### src/rtl/keymatrix.sv
// keymatrix: turns PS/2 set-2 key events into the 8x5 ZX Spectrum keyboard matrix.
//
// Each mapped PC key has its own held bit, so typematic repeats are idempotent
// and overlapping composite keys (which share Spectrum keys such as CS) release
// cleanly. The Spectrum matrix is the OR of every held PC key feeding a position.
//
// Ports:
//   clock  in   system clock, all state on posedge
//   reset  in   synchronous, active-low; clears held keys, keys=1F, clear=0
//   kstb   in   one-clock strobe qualifying make/code
//   make   in   0 = pressed, 1 = released
//   code   in   [7:0] set-2 scan code, prefixes stripped
//   addr   in   [7:0] CPU A15..A8; row n selected when addr[n]=0
//   keys   out  [4:0] column data D4..D0, active-low, registered
//   clear  out  one-clock pulse after an error code (00/FF) wiped the matrix

module keymatrix (
    input  logic       clock,
    input  logic       reset,
    input  logic       kstb,
    input  logic       make,
    input  logic [7:0] code,
    input  logic [7:0] addr,
    output logic [4:0] keys,
    output logic       clear
);

    // Held-bit layout: 0..39 are direct keys at row*5+col (CS slot holds L-shift,
    // SS slot holds L-ctrl); 40..48 are R-shift and the composite keys.
    localparam int unsigned NumHeld = 49;

    localparam logic [5:0] IdxRShift = 6'd40;
    localparam logic [5:0] IdxBksp   = 6'd41;
    localparam logic [5:0] IdxEsc    = 6'd42;
    localparam logic [5:0] IdxLeft   = 6'd43;
    localparam logic [5:0] IdxDown   = 6'd44;
    localparam logic [5:0] IdxUp     = 6'd45;
    localparam logic [5:0] IdxRight  = 6'd46;
    localparam logic [5:0] IdxComma  = 6'd47;
    localparam logic [5:0] IdxPeriod = 6'd48;

    logic [NumHeld-1:0] held_q, held_d;
    logic [39:0]        matrix;
    logic [4:0]         keys_q, keys_d;
    logic               clear_q, clear_d;
    logic [5:0]         idx;
    logic               hit;
    logic               err;

    // Scan code to held-bit index.
    always_comb begin
        hit = 1'b1;
        idx = 6'd0;
        case (code)
            // row0: CS Z X C V
            8'h12: idx = 6'd0;
            8'h1A: idx = 6'd1;
            8'h22: idx = 6'd2;
            8'h21: idx = 6'd3;
            8'h2A: idx = 6'd4;
            // row1: A S D F G
            8'h1C: idx = 6'd5;
            8'h1B: idx = 6'd6;
            8'h23: idx = 6'd7;
            8'h2B: idx = 6'd8;
            8'h34: idx = 6'd9;
            // row2: Q W E R T
            8'h15: idx = 6'd10;
            8'h1D: idx = 6'd11;
            8'h24: idx = 6'd12;
            8'h2D: idx = 6'd13;
            8'h2C: idx = 6'd14;
            // row3: 1 2 3 4 5
            8'h16: idx = 6'd15;
            8'h1E: idx = 6'd16;
            8'h26: idx = 6'd17;
            8'h25: idx = 6'd18;
            8'h2E: idx = 6'd19;
            // row4: 0 9 8 7 6
            8'h45: idx = 6'd20;
            8'h46: idx = 6'd21;
            8'h3E: idx = 6'd22;
            8'h3D: idx = 6'd23;
            8'h36: idx = 6'd24;
            // row5: P O I U Y
            8'h4D: idx = 6'd25;
            8'h44: idx = 6'd26;
            8'h43: idx = 6'd27;
            8'h3C: idx = 6'd28;
            8'h35: idx = 6'd29;
            // row6: Enter L K J H
            8'h5A: idx = 6'd30;
            8'h4B: idx = 6'd31;
            8'h42: idx = 6'd32;
            8'h3B: idx = 6'd33;
            8'h33: idx = 6'd34;
            // row7: Space SS M N B
            8'h29: idx = 6'd35;
            8'h14: idx = 6'd36;
            8'h3A: idx = 6'd37;
            8'h31: idx = 6'd38;
            8'h32: idx = 6'd39;
            // second CS source and composites
            8'h59: idx = IdxRShift;
            8'h66: idx = IdxBksp;
            8'h76: idx = IdxEsc;
            8'h6B: idx = IdxLeft;
            8'h72: idx = IdxDown;
            8'h75: idx = IdxUp;
            8'h74: idx = IdxRight;
            8'h41: idx = IdxComma;
            8'h49: idx = IdxPeriod;
            default: hit = 1'b0;
        endcase
    end

    assign err = (code == 8'h00) || (code == 8'hFF);

    always_comb begin
        held_d  = held_q;
        clear_d = 1'b0;
        if (kstb) begin
            if (err) begin
                held_d  = '0;
                clear_d = 1'b1;
            end else if (hit) begin
                held_d[idx] = ~make;
            end
        end
    end

    // Fold composite keys onto the Spectrum positions they press.
    always_comb begin
        matrix = held_q[39:0];
        matrix[0]  = held_q[0] | held_q[IdxRShift] | held_q[IdxBksp] | held_q[IdxEsc]
                   | held_q[IdxLeft] | held_q[IdxDown] | held_q[IdxUp] | held_q[IdxRight];
        matrix[19] = held_q[19] | held_q[IdxLeft];
        matrix[20] = held_q[20] | held_q[IdxBksp];
        matrix[22] = held_q[22] | held_q[IdxRight];
        matrix[23] = held_q[23] | held_q[IdxUp];
        matrix[24] = held_q[24] | held_q[IdxDown];
        matrix[35] = held_q[35] | held_q[IdxEsc];
        matrix[36] = held_q[36] | held_q[IdxComma] | held_q[IdxPeriod];
        matrix[37] = held_q[37] | held_q[IdxPeriod];
        matrix[38] = held_q[38] | held_q[IdxComma];
    end

    // Selected rows combine as a wired-AND of active-low column data.
    always_comb begin
        keys_d = 5'h1F;
        for (int n = 0; n < 8; n++) begin
            if (!addr[n]) begin
                keys_d = keys_d & ~matrix[n*5 +: 5];
            end
        end
    end

    always_ff @(posedge clock) begin
        if (!reset) begin
            held_q  <= '0;
            keys_q  <= 5'h1F;
            clear_q <= 1'b0;
        end else begin
            held_q  <= held_d;
            keys_q  <= keys_d;
            clear_q <= clear_d;
        end
    end

    assign keys  = keys_q;
    assign clear = clear_q;

endmodule

### config.mk
export PLATFORM = sky130hd
export DESIGN_NAME = keymatrix
export DESIGN_NICKNAME = d
export VERILOG_FILES = /design/src/rtl/keymatrix.sv
export SDC_FILE = /design/constraint.sdc
export NUM_CORES = 1
export LEC_CHECK = 0
export ABC_AREA = 1
export CAP_MARGIN = 20
export CELL_PAD_IN_SITES_DETAIL_PLACEMENT = 0
export CELL_PAD_IN_SITES_GLOBAL_PLACEMENT = 1
export CORE_MARGIN = 2
export CORE_UTILIZATION = 44
export CTS_CLUSTER_DIAMETER = 60
export DETAILED_ROUTE_END_ITERATION = 6
export DONT_BUFFER_PORTS = 1
export PLACE_DENSITY = 0.8
export SLEW_MARGIN = 0
export SYNTH_ARGS = -nofsm -noshare
export SYNTH_HDL_FRONTEND = slang
export SYNTH_SLANG_ARGS = --single-unit
### constraint.sdc
create_clock -name clock -period 2 [get_ports clock]
set_input_delay 0.1 -clock clock [delete_from_list [all_inputs] [get_ports clock]]
set_output_delay 0.1 -clock clock [all_outputs]
set_load 0.005 [all_outputs]
==> results by group <==
Route
  – Vias post-DR: 4117
  – Initial DRC count: 282
  – Post-Route WL: 12600 um
  – Vias per Instance: 5.63
  – Drt wl/cell: 17.2 um
  – # DRC: 0
  – Drt pass-1 iters: 5
  – Antenna viol nets, final: 0

Setup path
  – FF-to-FF Start: held_q[1]
  – Capturing point of the worst reg2reg path: keys[1]
  – Largest stage delay, worst path: 0.53 ns
  – WP data required: 2.27 ns
  – Worst Setup End Kind: flip-flop
  – Critical path's slowest cell: dlygate4sd3_1
  – Worst-path maximum fanout: 2
  – Worst EP arrival: 2.15 ns
  – Most frequent CP cell: o21ai_1
  – Crit-path cells: a221oi_1, o21ai_1, a21oi_1, o21ai_1, a21oi_1, o21ai_1, nand2_1, dlygate4sd3_1
  – R2R setup slack: 0.12 ns
  – Type of element launching the critical path: flip-flop
  – Reg2Reg Depth: 8
  – Crit path kind: flip-flop to flip-flop
  – Critical path startpoint: held_q[1]

Layout
  – Final std cells w/o fill: 731
  – Final net count: 648
  – Register Area: 1100 um^2
  – Area Overhead vs Synth: 11.8%
  – Proportion of layout cells with a drive suffix above 1: 7.95%
  – Inserted Diodes: 0
  – Util after Layout: 51.5%
  – Fillcell total: 864
  – Area of the multi-input gates: 2160 um^2

Logic synthesis
  – Cell count after synthesis: 624
  – Distinct cells, synth: 27
  – Mean Syn Cell Area: 5.77 um^2
  – Ys Warns: 0
  – Synth Area in Adders: 0%
  – Top cells by area, synth: dfxtp_1 (31%), nand2_1 (21%), nand3_1 (12%), nor2_1 (9.9%), a21oi_1 (7.6%)
  – XOR/XNOR Fraction of Synth Area: 0%
  – Post-Synth Simple-Gate Area: 48.0%
  – Mux cell area share after synthesis: 0%
  – Sequential area share after synthesis: 30.6%
  – Synthesized flop and latch total: 55
  – Compound-Gate Fraction of Synth Area: 11.6%
  – Syn Nets: 644
  – Synth area leader: dfxtp_1
  – Synth top area share: 30.6%
  – Post-synth design cell area: 3600 um^2
  – Main combinational cell family by area after synthesis: simple AND/OR/NAND/NOR gates

Hold path
  – Hold Crit Class: input pin to flip-flop
  – WHS Endpoint: held_q[41]
  – HP Start: kstb
  – Hold Path Depth: 3

Power and ir drop
  – Pwr dens: 548 nW/um^2
  – Max VDD drop: 0.000312 V
  – Pleak: 1.89 nW

Placement
  – Placed insts: 713
  – PortBufs: 0
  – Dpl ws: -0.0984 ns
  – GPL Wtd Cong: 0.985
  – DP HPWL: 8680 um

Floorplan
  – Die Span Y: 94.4 um
  – Row Count: 32
  – Core ar.: 7810 um^2
  – Chip width: 94.4 um
  – Die footprint: 8920 um^2
  – Initial Utilization: 46.1%
  – Ports: 26

CTS
  – CTS Buf Count: 5
  – Postcts setup bufs: 0
  – Worst-path clk slew: 0.11 ns
  – CTS max path bufs: 2
  – Clk sinks: 55
  – H-tree levels: 2
  – CTS tree: done
  – Cell chosen for the clock root: clkbuf_8
  – Later-pin clock latency in the skew report: 0.31 ns

STA
  – Relative slew slack: 37.0%
  – Hold Violations, Final: 0
  – Final setup viols: 0
  – RSZ-0062 raised after global routing: no
  – Worst-case clock skew: 0.00632 ns
  – F_max: 532 MHz
  – Final setup margin: 0.120 ns
  – Number of slew-limit violations in the final report: 0
  – Final worst path period share: 94.0%
  – Worst Tran Pin Value: 0.942 ns
  – Period minus WS final: 1.88 ns

Global routing
  – Number of global-route vias before repair: 3788
  – First-pass GRT wire length: 20300 um
  – Initial antenna violation count: 0
  – Total congestion overflow: 0
  – GRT Overall Usage: 29.6%
  – Largest net degree at the start of global routing: 82

Status
  – Status: complete, no violations

Job
  – Number of max-cap violations: 0
-- registers in the layout (all words and copies together), names as in the netlist --
name / flops
held_q: 49
keys: 5
clear: 1
-- cell usage after synthesis --
cell type    n
nor4_1       2
buf_6        4
buf_4        2
a221oi_1     5
and2_1       1
clkbuf_1    18
inv_2        9
nor2_4       1
nand4_1     12
o22ai_1      1
o21ai_0     10
nand2_1    204
buf_1        5
inv_1       35
nand4_2      1
or2_2        2
nand2_2      1
nand3_1     88
nor2_2       3
buf_2        8
nor2_1      95
a211oi_1     1
nor3_1       2
a22o_1       1
o2111ai_1    3
a21oi_1     55
dfxtp_1     55
-- where the power goes --
| part | internal [mW] | switching (mW) | total [mW] |
|---|---|---|---|
| Sequential | 1.10 | 0.000916 | 1.10 |
| Combinational | 0.0976 | 0.231 | 0.328 |
| Clock | 0.380 | 0.400 | 0.780 |
-- placed cells by master, fill, tap and decap left out, types with 2 or more instances in the layout --
master | netlist | final
a21oi_1 | 55 | 55
a221oi_1 | 5 | 5
buf_12 | 0 | 5
buf_4 | 2 | 19
clkbuf_8 | 0 | 5
dfxtp_1 | 55 | 55
dlygate4sd3_1 | 0 | 9
inv_1 | 35 | 35
inv_2 | 9 | 9
nand2_1 | 204 | 204
nand3_1 | 88 | 88
nand4_1 | 12 | 12
nor2_1 | 95 | 94
nor2_2 | 3 | 4
nor3_1 | 2 | 2
nor4_1 | 2 | 2
o2111ai_1 | 3 | 3
o21ai_0 | 10 | 7
o21ai_1 | 0 | 3
or2_2 | 2 | 2
-- routing by layer --
metal  track usage [%]  vias to the layer above  wire length [um]
met5                 0                        -                 0
met4              8.33                        0               276
met3              3.67                       20               920
met2              49.5                      180              5910
met1              40.1                     1888              5490
li1                  -                     2029                 -
-- critical path: cells and delay by family, from the launching register on --
| kind | cells | cell delay [ns] |
|---|---|---|
| compound gates | 6 | 0.91 |
| buf+inv | 1 | 0.53 |
| flops | 1 | 0.33 |
| simple gates | 1 | 0.07 |
-- stage by stage --
step / instance area (um^2) / hold slack (ns) / total power, mW / setup TNS, ns
2_1_floorplan: 3600 / 0.169 / 1.34 / 0
3_3_place_gp: 3790 / 0.173 / 1.38 / -0.106
4_1_cts: 4010 / 0.0000525 / 2.21 / 0
5_1_grt: 4020 / 0.00570 / 2.28 / 0
6_report: 4020 / 0.000297 / 2.21 / 0
3_5_place_dp: 3790 / 0.178 / 1.39 / -2.37
-- cells by family after synthesis --
kind of cell	after synthesis
AND/OR/NAND/NOR	412
buffers and inverters	81
AO/OA/AOI/OAI	76
flip-flops	55
-- worst max-delay path by stage --
stage	to	slack (ns)	cells past startpoint
after floorplan	held_q[17]	0.45	14
after global placement	held_q[13]	-0.03	13
after detailed placement	held_q[12]	-0.1	13
after CTS	keys[1]	0.02	10
after global routing	keys[1]	0.01	10
final	keys[1]	0.12	8
-- cell type report --
type	instances	share of cell area, %
multi-input combinational	488	53.6
sequential	55	27.4
timing repair buffer	34	8.96
inverter	44	4.11
tap	102	3.17
clock buffer	6	1.80
clock inverter	2	0.964
-- timing repair --
| item | in CTS | in global routing |
|---|---|---|
| endpoints found under the hold margin | 54 | 1 |
| hold buffers | 9 | 1 |
| setup endpoints to repair | 0 | 2 |
| resized for setup | 0 | 4 |
No activity file was read; power rests on OpenSTA's default activity.
